`src/rtl/exc_ctrl_pkg.sv`:
```
// Shared types and constants for the exception sequencer: FSM states, PC-mux selects,
// MIPS ExcCodes and the priority encoder result record.
package exc_pkg;

    typedef enum logic [1:0] {
        ST_IDLE    = 2'b00,
        ST_ENTER   = 2'b01,
        ST_HANDLER = 2'b10,
        ST_RETURN  = 2'b11
    } state_t;

    typedef enum logic [1:0] {
        PC_SEQ     = 2'b00,
        PC_HANDLER = 2'b01,
        PC_EPC     = 2'b10
    } pc_sel_t;

    localparam logic [4:0] EXC_INT = 5'd0;
    localparam logic [4:0] EXC_SYS = 5'd8;
    localparam logic [4:0] EXC_BP  = 5'd9;
    localparam logic [4:0] EXC_RI  = 5'd10;
    localparam logic [4:0] EXC_OV  = 5'd12;

    typedef struct packed {
        logic ri;
        logic sys;
        logic bp;
        logic ov;
    } sync_exc_t;

    typedef struct packed {
        logic       hit;
        logic       is_int;
        logic [4:0] code;
        logic [2:0] id;
    } prio_res_t;

endpackage

```
`src/rtl/exc_ctrl_if.sv`:
```
// Pipeline <-> exception sequencer bundle: exception/interrupt sources in, CP0/PC-mux controls out.
interface exc_ctrl_if #(
    parameter int HW_INT_W = 6
);
    logic                stall;
    logic [31:0]         pc_in;
    logic                exc_ri;
    logic                exc_sys;
    logic                exc_bp;
    logic                exc_ov;
    logic                eret;
    logic [HW_INT_W-1:0] hw_int;
    logic [HW_INT_W-1:0] int_mask;

    logic                exl_set;
    logic                exl_clear;
    logic [31:0]         exc_pc;
    logic                flush;
    logic [1:0]          pc_sel;
    logic [4:0]          exc_code;
    logic [2:0]          int_id;
    logic                exl;
    logic                dbl_fault;

    modport master (
        output stall, pc_in, exc_ri, exc_sys, exc_bp, exc_ov, eret, hw_int, int_mask,
        input  exl_set, exl_clear, exc_pc, flush, pc_sel, exc_code, int_id, exl, dbl_fault
    );

    modport slave (
        input  stall, pc_in, exc_ri, exc_sys, exc_bp, exc_ov, eret, hw_int, int_mask,
        output exl_set, exl_clear, exc_pc, flush, pc_sel, exc_code, int_id, exl, dbl_fault
    );
endinterface

```
`src/rtl/exc_ctrl_prio_enc.sv`:
```
// Combinational priority encoder: RI > SYS > BP > OV > interrupts (lowest index first).
module exc_prio_enc
    import exc_pkg::*;
#(
    parameter int NI = 6
) (
    input  logic          i_sync_en,
    input  sync_exc_t     i_exc,
    input  logic [NI-1:0] i_pend,
    output prio_res_t     o_res
);
    always_comb begin
        o_res = '0;
        // Walk from the top so the lowest pending index is the one left standing
        for (int i = NI - 1; i >= 0; i--) begin
            if (i_pend[i]) begin
                o_res.hit    = 1'b1;
                o_res.is_int = 1'b1;
                o_res.code   = EXC_INT;
                o_res.id     = 3'(i);
            end
        end
        if (i_sync_en && (|i_exc)) begin
            o_res.hit    = 1'b1;
            o_res.is_int = 1'b0;
            o_res.code   = i_exc.ri  ? EXC_RI  :
                           i_exc.sys ? EXC_SYS :
                           i_exc.bp  ? EXC_BP  : EXC_OV;
        end
    end
endmodule

```
`src/rtl/exc_ctrl.sv`:
```
// Exception/interrupt sequencer upstream of CP0: IDLE -> ENTER -> HANDLER -> RETURN.
// Define EXC_CTRL_TIMER_EN to add a free-running timer as the lowest-priority interrupt.
module exc_ctrl
    import exc_pkg::*;
#(
    parameter int          HW_INT_W     = 6,
    parameter logic [31:0] TIMER_PERIOD = 32'd1000
) (
    input  logic      i_clk,
    input  logic      i_rst_n,
    exc_ctrl_if.slave bus
);
`ifdef EXC_CTRL_TIMER_EN
    localparam int NI = HW_INT_W + 1;
`else
    localparam int NI = HW_INT_W;
`endif

    state_t              r_state, w_nxt;
    pc_sel_t             r_pc_sel, w_pc_sel;
    logic [HW_INT_W-1:0] r_pend;
    logic [NI-1:0]       w_pend_vec, w_clr;
    prio_res_t           w_res;
    sync_exc_t           w_sync;
    logic                w_take;
    logic                w_exl_set, w_exl_clear, w_flush, w_exl;
    logic                r_exl_set, r_exl_clear, r_flush, r_exl, r_dbl;
    logic [31:0]         r_exc_pc;
    logic [4:0]          r_exc_code;
    logic [2:0]          r_int_id;

    assign w_sync = {bus.exc_ri, bus.exc_sys, bus.exc_bp, bus.exc_ov};
    assign w_take = (r_state == ST_IDLE) && w_res.hit;
    assign w_clr  = (w_take && w_res.is_int) ? (NI'(1) << w_res.id) : '0;

    exc_prio_enc #(.NI(NI)) u_prio (
        .i_sync_en (~bus.stall),
        .i_exc     (w_sync),
        .i_pend    (w_pend_vec),
        .o_res     (w_res)
    );

    // A still-asserted line re-latches in the same cycle its bit is taken
    always_ff @(posedge i_clk or negedge i_rst_n) begin
        if (!i_rst_n) r_pend <= '0;
        else          r_pend <= (r_pend & ~w_clr[HW_INT_W-1:0]) | (bus.hw_int & bus.int_mask);
    end

`ifdef EXC_CTRL_TIMER_EN
    logic [31:0] r_tmr;
    logic        r_tmr_pend;
    logic        w_wrap;

    assign w_wrap = (r_tmr == TIMER_PERIOD - 32'd1);

    always_ff @(posedge i_clk or negedge i_rst_n) begin
        if (!i_rst_n) begin
            r_tmr      <= '0;
            r_tmr_pend <= 1'b0;
        end else begin
            r_tmr      <= w_wrap ? '0 : r_tmr + 32'd1;
            r_tmr_pend <= (r_tmr_pend & ~w_clr[HW_INT_W]) | w_wrap;
        end
    end

    assign w_pend_vec = {r_tmr_pend, r_pend};
`else
    assign w_pend_vec = r_pend;
`endif

    always_ff @(posedge i_clk or negedge i_rst_n) begin
        if (!i_rst_n) r_state <= ST_IDLE;
        else          r_state <= w_nxt;
    end

    always_comb begin
        w_nxt = r_state;
        case (r_state)
            ST_IDLE:    if (w_res.hit) w_nxt = ST_ENTER;
            ST_ENTER:   w_nxt = ST_HANDLER;
            ST_HANDLER: if (!bus.stall && bus.eret) w_nxt = ST_RETURN;
            ST_RETURN:  w_nxt = ST_IDLE;
            default:    w_nxt = ST_IDLE;
        endcase
    end

    // Decoded from the next state so every control output comes straight off a flop
    always_comb begin
        w_exl_set   = (w_nxt == ST_ENTER);
        w_exl_clear = (w_nxt == ST_RETURN);
        w_flush     = w_exl_set | w_exl_clear;
        w_exl       = (w_nxt == ST_HANDLER) || (w_nxt == ST_RETURN);
        case (w_nxt)
            ST_ENTER:  w_pc_sel = PC_HANDLER;
            ST_RETURN: w_pc_sel = PC_EPC;
            default:   w_pc_sel = PC_SEQ;
        endcase
    end

    always_ff @(posedge i_clk or negedge i_rst_n) begin
        if (!i_rst_n) begin
            r_exl_set   <= 1'b0;
            r_exl_clear <= 1'b0;
            r_flush     <= 1'b0;
            r_exl       <= 1'b0;
            r_pc_sel    <= PC_SEQ;
            r_dbl       <= 1'b0;
            r_exc_pc    <= '0;
            r_exc_code  <= '0;
            r_int_id    <= '0;
        end else begin
            r_exl_set   <= w_exl_set;
            r_exl_clear <= w_exl_clear;
            r_flush     <= w_flush;
            r_exl       <= w_exl;
            r_pc_sel    <= w_pc_sel;
            if (r_state == ST_HANDLER && !bus.stall && (|w_sync)) r_dbl <= 1'b1;
            if (w_take) begin
                r_exc_pc   <= bus.pc_in;
                r_exc_code <= w_res.code;
                if (w_res.is_int) r_int_id <= w_res.id;
            end
        end
    end

    assign bus.exl_set   = r_exl_set;
    assign bus.exl_clear = r_exl_clear;
    assign bus.flush     = r_flush;
    assign bus.exl       = r_exl;
    assign bus.pc_sel    = r_pc_sel;
    assign bus.dbl_fault = r_dbl;
    assign bus.exc_pc    = r_exc_pc;
    assign bus.exc_code  = r_exc_code;
    assign bus.int_id    = r_int_id;
endmodule

```
`src/flat_wrapper.sv`:
```
// flat-port wrapper written by rule: the top's interface ports become plain ports
module exc_ctrl_flat import exc_pkg::*;
#(
    parameter int          HW_INT_W     = 6,
    parameter logic [31:0] TIMER_PERIOD = 32'd1000
)
  (i_clk, i_rst_n, bus_stall, bus_pc_in, bus_exc_ri, bus_exc_sys, bus_exc_bp, bus_exc_ov, bus_eret, bus_hw_int, bus_int_mask, bus_exl_set, bus_exl_clear, bus_exc_pc, bus_flush, bus_pc_sel, bus_exc_code, bus_int_id, bus_exl, bus_dbl_fault);
  exc_ctrl_if #(.HW_INT_W(HW_INT_W)) bus_i ();
  input  logic i_clk;
  input  logic i_rst_n;
  input wire logic [$bits(bus_i.stall)-1:0] bus_stall;
  input wire logic [$bits(bus_i.pc_in)-1:0] bus_pc_in;
  input wire logic [$bits(bus_i.exc_ri)-1:0] bus_exc_ri;
  input wire logic [$bits(bus_i.exc_sys)-1:0] bus_exc_sys;
  input wire logic [$bits(bus_i.exc_bp)-1:0] bus_exc_bp;
  input wire logic [$bits(bus_i.exc_ov)-1:0] bus_exc_ov;
  input wire logic [$bits(bus_i.eret)-1:0] bus_eret;
  input wire logic [$bits(bus_i.hw_int)-1:0] bus_hw_int;
  input wire logic [$bits(bus_i.int_mask)-1:0] bus_int_mask;
  output wire logic [$bits(bus_i.exl_set)-1:0] bus_exl_set;
  output wire logic [$bits(bus_i.exl_clear)-1:0] bus_exl_clear;
  output wire logic [$bits(bus_i.exc_pc)-1:0] bus_exc_pc;
  output wire logic [$bits(bus_i.flush)-1:0] bus_flush;
  output wire logic [$bits(bus_i.pc_sel)-1:0] bus_pc_sel;
  output wire logic [$bits(bus_i.exc_code)-1:0] bus_exc_code;
  output wire logic [$bits(bus_i.int_id)-1:0] bus_int_id;
  output wire logic [$bits(bus_i.exl)-1:0] bus_exl;
  output wire logic [$bits(bus_i.dbl_fault)-1:0] bus_dbl_fault;
  assign bus_i.stall = bus_stall;
  assign bus_i.pc_in = bus_pc_in;
  assign bus_i.exc_ri = bus_exc_ri;
  assign bus_i.exc_sys = bus_exc_sys;
  assign bus_i.exc_bp = bus_exc_bp;
  assign bus_i.exc_ov = bus_exc_ov;
  assign bus_i.eret = bus_eret;
  assign bus_i.hw_int = bus_hw_int;
  assign bus_i.int_mask = bus_int_mask;
  assign bus_exl_set = bus_i.exl_set;
  assign bus_exl_clear = bus_i.exl_clear;
  assign bus_exc_pc = bus_i.exc_pc;
  assign bus_flush = bus_i.flush;
  assign bus_pc_sel = bus_i.pc_sel;
  assign bus_exc_code = bus_i.exc_code;
  assign bus_int_id = bus_i.int_id;
  assign bus_exl = bus_i.exl;
  assign bus_dbl_fault = bus_i.dbl_fault;
  exc_ctrl #(.HW_INT_W(HW_INT_W), .TIMER_PERIOD(TIMER_PERIOD)) u_core (.i_clk(i_clk), .i_rst_n(i_rst_n), .bus(bus_i));
endmodule
```
`config.mk`:
```
export PLATFORM = sky130hd
export DESIGN_NAME = exc_ctrl_flat
export DESIGN_NICKNAME = d
export VERILOG_FILES = /design/src/rtl/exc_ctrl_pkg.sv /design/src/rtl/exc_ctrl_if.sv /design/src/rtl/exc_ctrl_prio_enc.sv /design/src/rtl/exc_ctrl.sv /design/src/flat_wrapper.sv
export SDC_FILE = /design/constraint.sdc
export NUM_CORES = 1
export LEC_CHECK = 0
export ABC_CLOCK_PERIOD_IN_PS = 2700
export CAP_MARGIN = 20
export CELL_PAD_IN_SITES_DETAIL_PLACEMENT = 0
export CELL_PAD_IN_SITES_GLOBAL_PLACEMENT = 1
export CORE_ASPECT_RATIO = 1.5
export CORE_MARGIN = 8
export CORE_UTILIZATION = 32
export CTS_BUF_LIST = sky130_fd_sc_hd__clkbuf_4
export CTS_CLUSTER_DIAMETER = 50
export DETAILED_ROUTE_END_ITERATION = 12
export GPL_TIMING_DRIVEN = 1
export PLACE_DENSITY = 0.85
export RECOVER_POWER = 25
export SYNTH_ARGS = -nofsm -noshare
export SYNTH_HDL_FRONTEND = slang
export SYNTH_HIERARCHICAL = 1
export SYNTH_SLANG_ARGS = --single-unit
```
`constraint.sdc`:
```
create_clock -name i_clk -period 2.7 [get_ports i_clk]
set_input_delay 0.405 -clock i_clk [delete_from_list [all_inputs] [get_ports i_clk]]
set_output_delay 0.405 -clock i_clk [all_outputs]
set_load 0.005 [all_outputs]
```
* Word level (Yosys, flattened, before mapping)
Index checks and enable logic that the tools add are counted. W data, S select, Z words.
Cells by class: equal/unequal tests 6, reduce and logical (&&, ||, !) cells 11, bitwise operators 6, multiplexer cells 15, shifts and indexed selects 1
Operators with widths (count):
- $mux W10 | 6
- $and A6 B6 Y6 | 2
- $mux W3 | 3
- $eq A2 B2 Y1 const B | 4
- $pmux W2 S4 | 1
- $mux W7 | 1
- $logic_and A1 B1 Y1 | 6
- $mux W6 | 1
- $not A6 Y6 | 1
- $or A6 B6 Y6 | 1
- $shl A1 B3 Y6 const A | 1
- $eq A2 B1 Y1 const B | 2
- $mux W2 | 2
- $pmux W2 S2 | 1
- $reduce_or A4 Y1 | 1
- $logic_not A2 Y1 | 1
- $reduce_and A2 Y1 | 1
- $logic_not A1 Y1 | 1
- $logic_or A1 B1 Y1 | 1
- $not A1 Y1 | 1
- $or A1 B1 Y1 | 1
Storage, ports and cells: input bits 52, word-level logic and storage cells 50, output and inout bits 47, flip-flop bits (word level) 55

* Longest topological paths before layout
depth in word-level cells 13, mapped depth 7, mapped depth without buffers 7

* Hierarchy
Netlist, hierarchy kept.
By module, submodules not included:
- exc_ctrl | times used 1, cells each 135, area an instance 2015.7 um2
- exc_prio_enc | times used 1, cells each 21, area an instance 116.4 um2

* Worst setup path before layout
No wires, ideal clock.
path kind input-to-reg, start point in bus_exc_bp, end point reg u_core.r_pend[1], required time 2579 ps, path buffers 0, data arrival time 1972 ps, setup time 121 ps, cell stages on the path 7, path slack 607 ps, cells stage by stage or3_1 > o21ai_2 > inv_1 > nor2_1 > nand3_4 > or4b_1 > a22o_1
RTL lines:
- start: declaration | RTL line flat_wrapper.sv:15 | input wire logic [$bits(bus_i.exc_bp)-1:0] bus_exc_bp;
- end signal: assignment | RTL line exc_ctrl.sv:46 | else r_pend <= (r_pend & ~w_clr[HW_INT_W-1:0]) | (bus.hw_int & bus.int_mask);
- end: declaration | RTL line exc_ctrl.sv:21 | logic [HW_INT_W-1:0] r_pend;

==> impl_metrics.toml <==
[drt]
drt_iter0_markers = 22
viasPerCell = 4.60
wl_per_cell_um = 15.4
drt-pass1-iter-count = 2
wl_um = 5180
postRouteAntennaNets = 0
num_vias = 1544
drc_errors = 0

[final_layout]
nFillCells = 586
diodes = 0
nNetsFinal = 314
drive_above_1_share_pct = 21.9
area_growth_pct = 53.9
final_area_um2 = 3280
final-instance-count-excl-fill = 336

[grt]
grt_pass1_wl_um = 8290
track_usage_pct = 11.0
grt_max_degree = 53
grt_pass1_vias = 1743
grt_antenna_before_repair = 0
gr-total-overflow = 0

[power_and_ir_drop]
clkPwrFrac_pct = 12.7
p_seq_share_pct = 39.1
p_leak_nw = 1.36
p_int_mw = 2.35
powerDensity_nw_per_um2 = 995
ir_drop_v = 0.000576
power_switching_mw = 0.919
combPwrFrac_pct = 48.1
switching_share_pct = 28.2

[synth]
synth_nets = 211
ys_types = 30
synth_seq_cells = 52
syn-cell-area_um2 = 2130
synth.area.mux_share_pct = 20.6
yosysWarnings = 6
synth_top_family_by_area = "multiplexers"
syn_inst = 156
syn_area_per_cell_um2 = 13.7
synth_xor_area_share_pct = 0
synthSimpleGateAreaFrac_pct = 9.68
synth_fa_ha_area_share_pct = 1.76
synth_compound_area_share_pct = 4.11
seq_area_frac_synth_pct = 61.0

[clocking]
cts_root_buf = "clkbuf_4"
post-cts-setup-buffers = 0
ctsResizeCount = 0
cts_tree = "yes"
clock-sinks = 52
htreeDepth = 2
clkTransAtPathRegs_ns = 0.14
numCtsBuffers = 5
worstSkewPairLatency_ns = 0.35
clockBufferDepth = 2
hold_buffers = 0

[floorplanning]
fp.dieH_um = 116
die_w_um = 82.6
die_area_um2 = 9580
start_util_pct = 32.9
row_count = 36
fp.coreArea_um2 = 6490
io_pins = 99

[placement]
dpl.cell_count = 328
io_buffers = 98
placed_area_um2 = 3210
dp_hpwl_um = 4040
gp_congestion = 0.760

[setup_path]
crit_fanout = 3
end_kind = "flop"
critPathLaunchType = "primary input"
rr_endpoint = "u_core/bus.exc_pc[11]"
r2r_cells = 6
r2r_start = "u_core/r_pend[0]"
crit_type = "primary input to flop"
ff2ff_setup_slack_ns = 0.61
cp.required_ns = 2.95
cp-startpoint = "bus_exc_bp"
arrival_ns = 2.53
worstSetupEndpoint = "u_core/r_pend[1]"

[timing]
fin_skew_ns = 0.00436
fin_crit_sh_pct = 84.4
drv_slew = 0
final_hold_viol_count = 0
fin_setup_tns_ns = 0
fin_crit_ns = 2.28
max_freq_mhz = 439
setup_viol = 0
worst_slew_pin_slew_ns = 1.24
rsz0062_at_grt = "no"
slew_headroom_pct = 17.3

[run_status]
status = "completed"

[worst_hold_path]
holdCritPathClass = "primary input to async pin"

[run]
drv_cap = 0
## worst min-delay path by stage
stage	to	slack, ns	depth (start not counted)
after floorplan	u_core/bus.dbl_fault	0.11	0
after global placement	u_core/bus.int_id[0]	0.46	2
after detailed placement	u_core/bus.int_id[0]	0.48	2
after CTS	u_core/bus.int_id[0]	0.15	2
after global routing	u_core/bus.exc_pc[22]	0.48	2
final	u_core/bus.exc_pc[22]	0.38	2
## cell usage after synthesis
library cell / instances / area [um^2]
o41ai_1: 1 / 8.76
nor2_1: 6 / 22.5
nor2b_1: 2 / 12.5
o31ai_1: 2 / 15.0
nand2_2: 1 / 6.26
dfrtp_1: 52 / 1300
a22o_1: 1 / 8.76
o21ai_0: 2 / 10.0
or4_4: 1 / 11.3
nor3_2: 1 / 10.0
ha_1: 3 / 37.5
o21ai_2: 1 / 8.76
nand2b_1: 2 / 12.5
o21bai_1: 1 / 7.51
nor3_1: 2 / 10.0
and2_1: 2 / 12.5
or3b_2: 1 / 8.76
buf_4: 3 / 22.5
conb_1: 1 / 3.75
nand3_4: 1 / 17.5
or4b_1: 1 / 10.0
nand4_1: 1 / 6.26
a21oi_1: 4 / 20.0
or4_1: 1 / 7.51
mux2_2: 39 / 439
buf_2: 3 / 15.0
inv_1: 5 / 18.8
or3_1: 1 / 6.26
nand2_1: 14 / 52.6
a31o_2: 1 / 8.76
## power groups by stage
stage | clock network [mW] | registers [mW] | logic (mW)
final | 0.416 | 1.28 | 1.57
after global routing | 0.469 | 1.33 | 1.71
after CTS | 0.448 | 1.28 | 1.62
after detailed placement | 0 | 1.30 | 1.61
after global placement | 0 | 1.28 | 1.58
after floorplan | 0 | 1.32 | 0.672
## cell usage in the layout (no fill, tap or decap), drive strengths merged, types with 3 or more instances in the layout
master / n
nor3: 3
nand2: 15
clkbuf: 6
o21ai: 3
dfrtp: 52
mux2: 39
a21oi: 4
buf: 4
ha: 3
clkdlybuf4s50: 97
inv: 5
nor2: 6
## metal layers
metal,part of all wire [%],routed length [um],up-vias,track usage (%)
li1,-,-,739,-
met3,9.1,471,8,3.34
met5,0,0,-,0
met1,37,1930,733,11.9
met4,1.8,91,0,3.70
met2,52,2680,64,19.5
## sequential cells by signal, indices dropped and copies added (netlist names)
name,count
u_core/bus.exc_code,5
u_core/bus.exl_clear,1
u_core/bus.exc_pc,32
u_core/bus.int_id,3
u_core/bus.flush,1
u_core/r_state,1
u_core/r_pend,6
u_core/bus.exl,1
u_core/bus.dbl_fault,1
u_core/bus.pc_sel,1
## kinds of logic after synthesis
| kind of cell | count (synthesis) |
|---|---|
| muxes | 39 |
| buffers and inverters | 11 |
| AOI/OAI and AO/OA | 13 |
| other | 1 |
| and+or+nand+nor | 37 |
| adders and majority gates | 3 |
| DFF | 52 |
## critical path, cell delays in order
cell             delay (ns)
clkdlybuf4s50_1        0.44
or3_1                  0.44
o21ai_2                0.18
inv_1                  0.07
nor2_1                 0.23
nand3_4                0.09
or4b_1                 0.49
a22o_1                 0.19
## per-stage QoR
step / hold slack (ns) / utilization, % / worst slack (ns) / total power, mW
after floorplan: 0.109 / - / 0.607 / 1.99
after global placement: 0.464 / 49.5 / 0.123 / 2.86
after detailed placement: 0.479 / 49.5 / 0.0589 / 2.91
after CTS: 0.154 / 50.6 / 0.465 / 3.35
after global routing: 0.477 / 50.6 / 0.352 / 3.51
final: 0.383 / 50.6 / 0.420 / 3.26
## area by class of cell
| class | instances | area (um^2) | area share (%) |
|---|---|---|---|
| tap | 76 | 95.1 | 2.90 |
| timing repair buffer | 102 | 1020 | 31.0 |
| multi-input combinational | 93 | 774 | 23.6 |
| clock buffer | 5 | 37.5 | 1.14 |
| inverter | 5 | 18.8 | 0.572 |
| sequential | 52 | 1300 | 39.7 |
| clock inverter | 3 | 37.5 | 1.14 |
Note: power is estimated with default switching activity, not from simulation.
